[src/rtl/conv_pkg.sv]
// Shared constants and state encoding for the K=3 rate-1/2 convolutional frame path.
// Pure declarations: no logic, no latency, no flow control.
package conv_pkg;
  localparam int K = 3;
  localparam int TAIL_LEN = K - 1;
  localparam logic [K-1:0] G_A_DEF = 3'b101;
  localparam logic [K-1:0] G_B_DEF = 3'b111;

  typedef enum logic [1:0] {
    IDLE  = 2'd0,
    DATA  = 2'd1,
    TAIL  = 2'd2,
    FLUSH = 2'd3
  } state_t;
endpackage

[src/rtl/conv_core.sv]
// K=3 encoder state with step/clear; coded pair is combinational from the post-step window.
// Latency: c_a/c_b valid in the cycle the step is requested; no backpressure of its own.
module conv_core
  import conv_pkg::*;
#(
  parameter logic [K-1:0] G_A = G_A_DEF,
  parameter logic [K-1:0] G_B = G_B_DEF
) (
  input  logic clk,
  input  logic rst_n,
  input  logic clr,
  input  logic step,
  input  logic b,
  output logic c_a,
  output logic c_b
);
  // The oldest bit falls off on every step, so only K-1 history bits are stored;
  // win is the full K-bit register content after the step.
  logic [K-2:0] hist;
  logic [K-1:0] win;

  assign win = {b, hist};
  assign c_a = ^(win & G_A);
  assign c_b = ^(win & G_B);

  always_ff @(posedge clk or negedge rst_n) begin
    if (!rst_n) begin
      hist <= '0;
    end else if (clr) begin
      hist <= '0;
    end else if (step) begin
      hist <= win[K-1:1];
    end
  end
endmodule

[src/rtl/conv_frame_ctrl.sv]
// Frame controller: pulls info bits, appends K-1 zero tail bits, serialises coded pairs.
// Latency: bit accepted in cycle N gives its c_a in N+1; y_ready low stalls y and throttles in_ready.
module conv_frame_ctrl
  import conv_pkg::*;
#(
  parameter int           LEN_W = 8,
  parameter logic [K-1:0] G_A   = G_A_DEF,
  parameter logic [K-1:0] G_B   = G_B_DEF
) (
  input  logic             clk,
  input  logic             rst_n,
  input  logic             start,
  input  logic [LEN_W-1:0] frame_len,
  input  logic             abort,
  input  logic             in_bit,
  input  logic             in_valid,
  output logic             in_ready,
  output logic             y,
  output logic             y_valid,
  input  logic             y_ready,
  output logic             y_first,
  output logic             y_last,
  output logic             busy,
  output logic             done,
  output logic             len_err
);
  state_t           state, state_nxt;
  logic [LEN_W-1:0] cnt;
  logic [1:0]       tail_cnt;
  logic [1:0]       pend;
  logic             pair_a, pair_b, pair_first, pair_last, first_pend;
  logic             c_a, c_b;
  logic             step_ok, beat, data_step, tail_step, step;
  logic             frame_go, last_beat;

  // A new pair may load once the buffer is empty or its final beat leaves this cycle.
  assign step_ok   = (pend == 2'd0) || ((pend == 2'd1) && y_ready);
  assign beat      = y_valid && y_ready;
  assign in_ready  = (state == DATA) && step_ok && !abort;
  assign data_step = in_valid && in_ready;
  assign tail_step = (state == TAIL) && step_ok && !abort;
  assign step      = data_step || tail_step;
  assign frame_go  = (state == IDLE) && start && (frame_len != '0) && !abort;
  assign last_beat = (state == FLUSH) && beat && (pend == 2'd1) && !abort;

  assign y_valid = (pend != 2'd0);
  assign y       = pend[1] ? pair_a : (pend[0] && pair_b);
  assign y_first = (pend == 2'd2) && pair_first;
  assign y_last  = (pend == 2'd1) && pair_last;
  assign busy    = (state != IDLE);

  conv_core #(.G_A(G_A), .G_B(G_B)) u_core (
    .clk   (clk),
    .rst_n (rst_n),
    .clr   (abort || frame_go),
    .step  (step),
    .b     (data_step && in_bit),
    .c_a   (c_a),
    .c_b   (c_b)
  );

  always_ff @(posedge clk or negedge rst_n) begin
    if (!rst_n) begin
      state <= IDLE;
    end else begin
      state <= state_nxt;
    end
  end

  always_comb begin
    state_nxt = state;
    if (abort) begin
      state_nxt = IDLE;
    end else begin
      case (state)
        IDLE:    if (frame_go) state_nxt = DATA;
        DATA:    if (data_step && (cnt == LEN_W'(1))) state_nxt = TAIL;
        TAIL:    if (tail_step && (tail_cnt == 2'd1)) state_nxt = FLUSH;
        FLUSH:   if (last_beat) state_nxt = IDLE;
        default: state_nxt = IDLE;
      endcase
    end
  end

  always_ff @(posedge clk or negedge rst_n) begin
    if (!rst_n) begin
      cnt        <= '0;
      tail_cnt   <= '0;
      pend       <= '0;
      pair_a     <= 1'b0;
      pair_b     <= 1'b0;
      pair_first <= 1'b0;
      pair_last  <= 1'b0;
      first_pend <= 1'b0;
      done       <= 1'b0;
      len_err    <= 1'b0;
    end else begin
      done    <= last_beat;
      len_err <= (state == IDLE) && start && (frame_len == '0) && !abort;

      if (frame_go) cnt <= frame_len;
      else if (data_step) cnt <= cnt - LEN_W'(1);

      if (data_step && (cnt == LEN_W'(1))) tail_cnt <= 2'(TAIL_LEN);
      else if (tail_step) tail_cnt <= tail_cnt - 2'd1;

      if (frame_go) first_pend <= 1'b1;
      else if (step || abort) first_pend <= 1'b0;

      if (abort) begin
        pend <= 2'd0;
      end else if (step) begin
        pend       <= 2'd2;
        pair_a     <= c_a;
        pair_b     <= c_b;
        pair_first <= first_pend;
        pair_last  <= tail_step && (tail_cnt == 2'd1);
      end else if (beat) begin
        pend <= pend - 2'd1;
      end
    end
  end
endmodule

[config.mk]
export PLATFORM = sky130hd
export DESIGN_NAME = conv_frame_ctrl
export DESIGN_NICKNAME = d
export VERILOG_FILES = /design/src/rtl/conv_pkg.sv /design/src/rtl/conv_core.sv /design/src/rtl/conv_frame_ctrl.sv
export SDC_FILE = /design/constraint.sdc
export NUM_CORES = 1
export LEC_CHECK = 0
export ABC_CLOCK_PERIOD_IN_PS = 2470
export CORE_AREA = 3 3 56 79
export DETAILED_ROUTE_END_ITERATION = 12
export DIE_AREA = 0 0 59 82
export PLACE_DENSITY = 0.64
export SYNTH_ARGS = -nofsm -noshare
export SYNTH_HDL_FRONTEND = slang
export SYNTH_SLANG_ARGS = --single-unit
[constraint.sdc]
create_clock -name clk -period 2.47 [get_ports clk]
set_input_delay 0.494 -clock clk [delete_from_list [all_inputs] [get_ports clk]]
set_output_delay 0.494 -clock clk [all_outputs]
set_load 0.01 [all_outputs]
Yosys cells after proc, flatten, opt, wreduce, memory -nomap -nowiden
Cells that the tools add are included.

Equal/unequal tests: 11. Bitwise logic cells: 1. Multiplexer cells: 18. Reduce and logical (&&, ||, !) cells: 41. Add/sub/neg operators: 3.

Operators by type and width (count): two-way mux 2 bit (12); logical AND 1 bit (21); two-way mux 8 bit (2); nonzero test 2 bit (6); == test 8 x 1 -> 1 bit, second input constant (1); logical NOT 8 bit (1); one-hot mux 2 bit (4 select lines) (1); nonzero test 8 bit (1); subtractor 8 x 1 -> 8 bit, second input constant (1); == test 2 x 1 -> 1 bit, second input constant (3); == test 2 bit, second input constant (3); != test 3 x 2 -> 1 bit, second input constant (2); != test 3 bit, second input constant (2); parity 3 bit (2); logical NOT 2 bit (2); logical OR 1 bit (4); AND reduction 4 bit (1); subtractor 2 x 1 -> 2 bit, second input constant (2); two-way mux 1 bit (3); nonzero test 3 bit (1); AND reduction 2 bit (1); logical NOT 1 bit (1); NOT 1 bit (1).

Output and inout bits: 8. Register bits after elaboration: 23.

Logic depth before layout (Yosys ltp)
Word-level depth: 10. Mapped depth: 8.

Hierarchy
A second synthesis with hierarchy kept.

Cell total of the unflattened synthesis: 147. Area total of the unflattened synthesis: 1353.8 µm².

By module, submodules not included: conv_frame_ctrl (instances 1, area an instance 1258.7 µm², cells each 139); conv_core (instances 1, area an instance 95.1 µm², cells each 8).

Least setup slack after synthesis
Ideal clock, no wire load.

Kind: reg-to-reg. Start: reg cnt[1]. End: reg state[0]. Path buffers: 0. Slack: 0.498 ns. Cell stages (with the launch flop): 8. Arrival time: 1.847 ns. Setup time: 0.125 ns. Required time: 2.345 ns. Cells stage by stage: dfrtp_1 -> inv_1 -> ha_1 -> or3b_2 -> nor4_4 -> nor2_2 -> a311oi_4 -> mux2_4.

Cells in the longest elaborated chain, start to end: 4.

Ends and longest elaborated chain: start, declared (line conv_frame_ctrl.sv:28) `logic [LEN_W-1:0] cnt;`; start signal, assigned (line conv_frame_ctrl.sv:101) `if (frame_go) cnt <= frame_len;`; start signal, assigned (line conv_frame_ctrl.sv:102) `else if (data_step) cnt <= cnt - LEN_W'(1);`; == test 8 x 1 -> 1 bit (line conv_frame_ctrl.sv:77) `DATA: if (data_step && (cnt == LEN_W'(1))) state_nxt = TAIL;`; logical AND 1 bit (line conv_frame_ctrl.sv:77); != test 3 x 2 -> 1 bit (no source line); AND reduction 4 bit (no source line); end signal, assigned (line conv_frame_ctrl.sv:66) `state <= state_nxt;`; end, declared (line conv_frame_ctrl.sv:27) `state_t state, state_nxt;`.

Every way passes these cells. A chain may end at the register's enable or synchronous reset.

Worst setup path in the final report
Start: reg pend[1]. End: out in_ready.

Cells in the longest elaborated chain, start to end: 5.

Ends and longest elaborated chain: start, declared (line conv_frame_ctrl.sv:30) `logic [1:0] pend;`; start signal, assigned (line conv_frame_ctrl.sv:119) `pend <= pend - 2'd1;`; == test 2 x 1 -> 1 bit (line conv_frame_ctrl.sv:37) `assign step_ok = (pend == 2'd0) || ((pend == 2'd1) && y_ready);`; logical AND 1 bit (line conv_frame_ctrl.sv:37); logical OR 1 bit (*) (line conv_frame_ctrl.sv:37); logical AND 1 bit (*) (2 in a row) (line conv_frame_ctrl.sv:39) `assign in_ready = (state == DATA) && step_ok && !abort;`; end, declared (line conv_frame_ctrl.sv:17) `output logic in_ready,`.

Mark *: on every way between the ends. The rest lies on a longest branch, timed or not.

==> results.toml <==
[status]
status = "finished, final reports clean"

[pwr]
power_mw = 1.62
p_leak_nw = 0.759
peakVddDrop_mv = 0.475
power_density_nw_per_um2 = 947

[critical_path]
criticalPathCategory = "reg -> out"
cp.arrival_ns = 1.81
crit_fanout = 5
worst_setup_path_start_kind = "flop"
reg2reg_from = "cnt[1]$_DFFE_PN0P_"
startpoint = "pend[1]$_DFFE_PN0P_"
critPathCaptureType = "primary output"
worst_ep_required_time_ns = 1.98

[cts]
post_cts_buffers = 0
cts_sinks = 23
cts.path.max_buffers = 2
htreeDepth = 1
cts_buffers = 3
cts_root_buf = "clkbuf_8"
hold_buffers = 0
cts_tree = "yes"
cts.clk_slew.worst_paths_ns = 0.08
post_cts_resized = 0
clock_latency_ns = 0.26

[hold_path]
hp-class = "reg -> reg"
min-delay-start = "pair_first$_DFFE_PN0P_"

[drt]
firstDrtPassIters = 4
drc_errors = 0
route.detailed.wl_per_inst_um = 12.8
routed_wl_mm = 2.77
drt-initial-drc-count = 30
drt-vias-per-instance = 5.02
vias = 1089
postRouteAntennaNets = 0

[run]
cap_violations = 0

[timing]
fin_crit_sh = 0.931
whs_ns = 0.471
hold_viol = 0
rsz0062_at_grt = "no"
worstMarginPinSlew_ns = 0.424
slew_viol_final = 0
fmax_mhz = 435
period_needed_ns = 2.30
tns_ns = 0
finClkSkew_ns = 0.00102
setup_viol = 0
slew_headroom = 0.715

[floorplanning]
die_w_um = 59
die_h_um = 82
rows = 27
ios = 23
dieArea_um2 = 4840
start_util = 0.351
fp.coreArea_um2 = 3850

[synth]
yosysWarnings = 0
synth_edf_count = 0
synthFlopType = "dfrtp_1"
synthArstFlopShare = 1.00
synth.top_cell.area_share = 0.426
synth_seq_area_share = 0.426
yosysUniqueCellTypes = 38
synth_nets = 169
yosysTopAreaCell = "dfrtp_1"
avgSynthCellArea_um2 = 9.39
syn-cell-area_um2 = 1350
ys_top_cells_by_area = "dfrtp_1, ha_1, nand2_1"
synth_cells = 144
ys_seq_elements = 23

[layout]
syn2layout_area_growth_pct = 26.5
drive_gt1_frac = 0.126
finalNetCount = 200
layout_commonest_cell = "dfrtp_1"
n_fill_cell = 401
diodes = 0
mostFrequentLayoutCells = "dfrtp_1, nand2_1, clkdlybuf4s50_1"

[placed_design]
port_buffers = 22
dpl.hpwl_mm = 2.24
place_congestion = 0.828

[grt]
grtUsageTotal = 0.126
antenna_found_initial = 0
grt_max_degree = 24
overflow = 0
grt_pass1_vias = 1094
grt_pass1_wl_mm = 4.60
per-stage QoR:
| stage | util | cells | area [µm²] | setup slack (ns) |
|---|---|---|---|---|
| detailed placement | 0.432 | 213 | 1670 | 0.0817 |
| global route | 0.444 | 217 | 1710 | 0.0281 |
| finish | 0.444 | 217 | 1710 | 0.170 |
| global placement | 0.432 | 213 | 1670 | 0.119 |
| floorplan | - | 144 | 1350 | 0.498 |
| CTS | 0.444 | 217 | 1710 | 0.128 |
kinds of logic (layout without fill, tap and decap cells):
group | count (synthesis) | in the layout | synth area share
buffers and inverters | 14 | 44 | 0.0407
XOR/XNOR | 11 | 11 | 0.0712
AND/OR/NAND/NOR | 60 | 60 | 0.229
flip-flops | 23 | 23 | 0.426
AO/OA/AOI/OAI | 24 | 24 | 0.123
multiplexers | 2 | 2 | 0.0185
adder cells (fa/ha/maj) | 10 | 10 | 0.0925
cells in the mapped netlist, types with 2 or more instances:
master and n:
dfrtp_1 23, nand2_1 22, nor2_1 16, ha_1 10, inv_1 10, xor2_1 7, a21oi_1 6, o21ai_1 6
nand3_1 4, xnor2_1 4, o21ai_0 3, a21oi_2 2, and2_1 2, buf_2 2, nor3_1 2, nor3b_1 2
nor4_1 2
worst max-delay path, cell delays in order (launching register included):
cell             delay, ns
dfrtp_1               0.42
inv_1                 0.08
ha_1                  0.22
a21oi_2               0.25
nor2_1                0.09
clkdlybuf4s50_1       0.48
cell type report:
class,count,area (µm²),share of cell area
multi-input cells,107,722,0.422
flip-flops and latches,23,576,0.336
repair buffers,29,273,0.159
well taps,43,53.8,0.0314
clock buffers,3,41.3,0.0241
inverters,11,41.3,0.0241
clock inverters,1,5.00,0.00292
state kept, by name, indices dropped and copies added (netlist names), 2 cells and up:
name and count:
cnt 8, pend 2, state 2, tail_cnt 2
u_core.hist 2
report_power, final:
part	total, mW	internal [mW]	switching (mW)
registers	0.629	0.514	0.115
clock network	0.238	0.113	0.125
logic	0.754	0.369	0.385
metal layers:
metal	track usage	part of all wire	vias up
li1	-	-	541
met1	0.134	0.41	515
met2	0.233	0.52	25
met3	0.0189	0.038	8
met4	0.0635	0.032	0
met5	0	0	-
worst paths after layout:
path	endpoint	slack [ns]	cells past startpoint
min reg2reg	pair_first$_DFFE_PN0P_	0.47	2
max	in_ready	0.17	5
max in group asynchronous	cnt[4]$_DFFE_PN0P_	1.66	2
max reg2reg	state[0]$_DFFE_PN0P_	0.33	7
min	pair_first$_DFFE_PN0P_	0.47	2
min in group asynchronous	cnt[1]$_DFFE_PN0P_	0.57	2
Note: power is estimated with default switching activity, not from simulation.
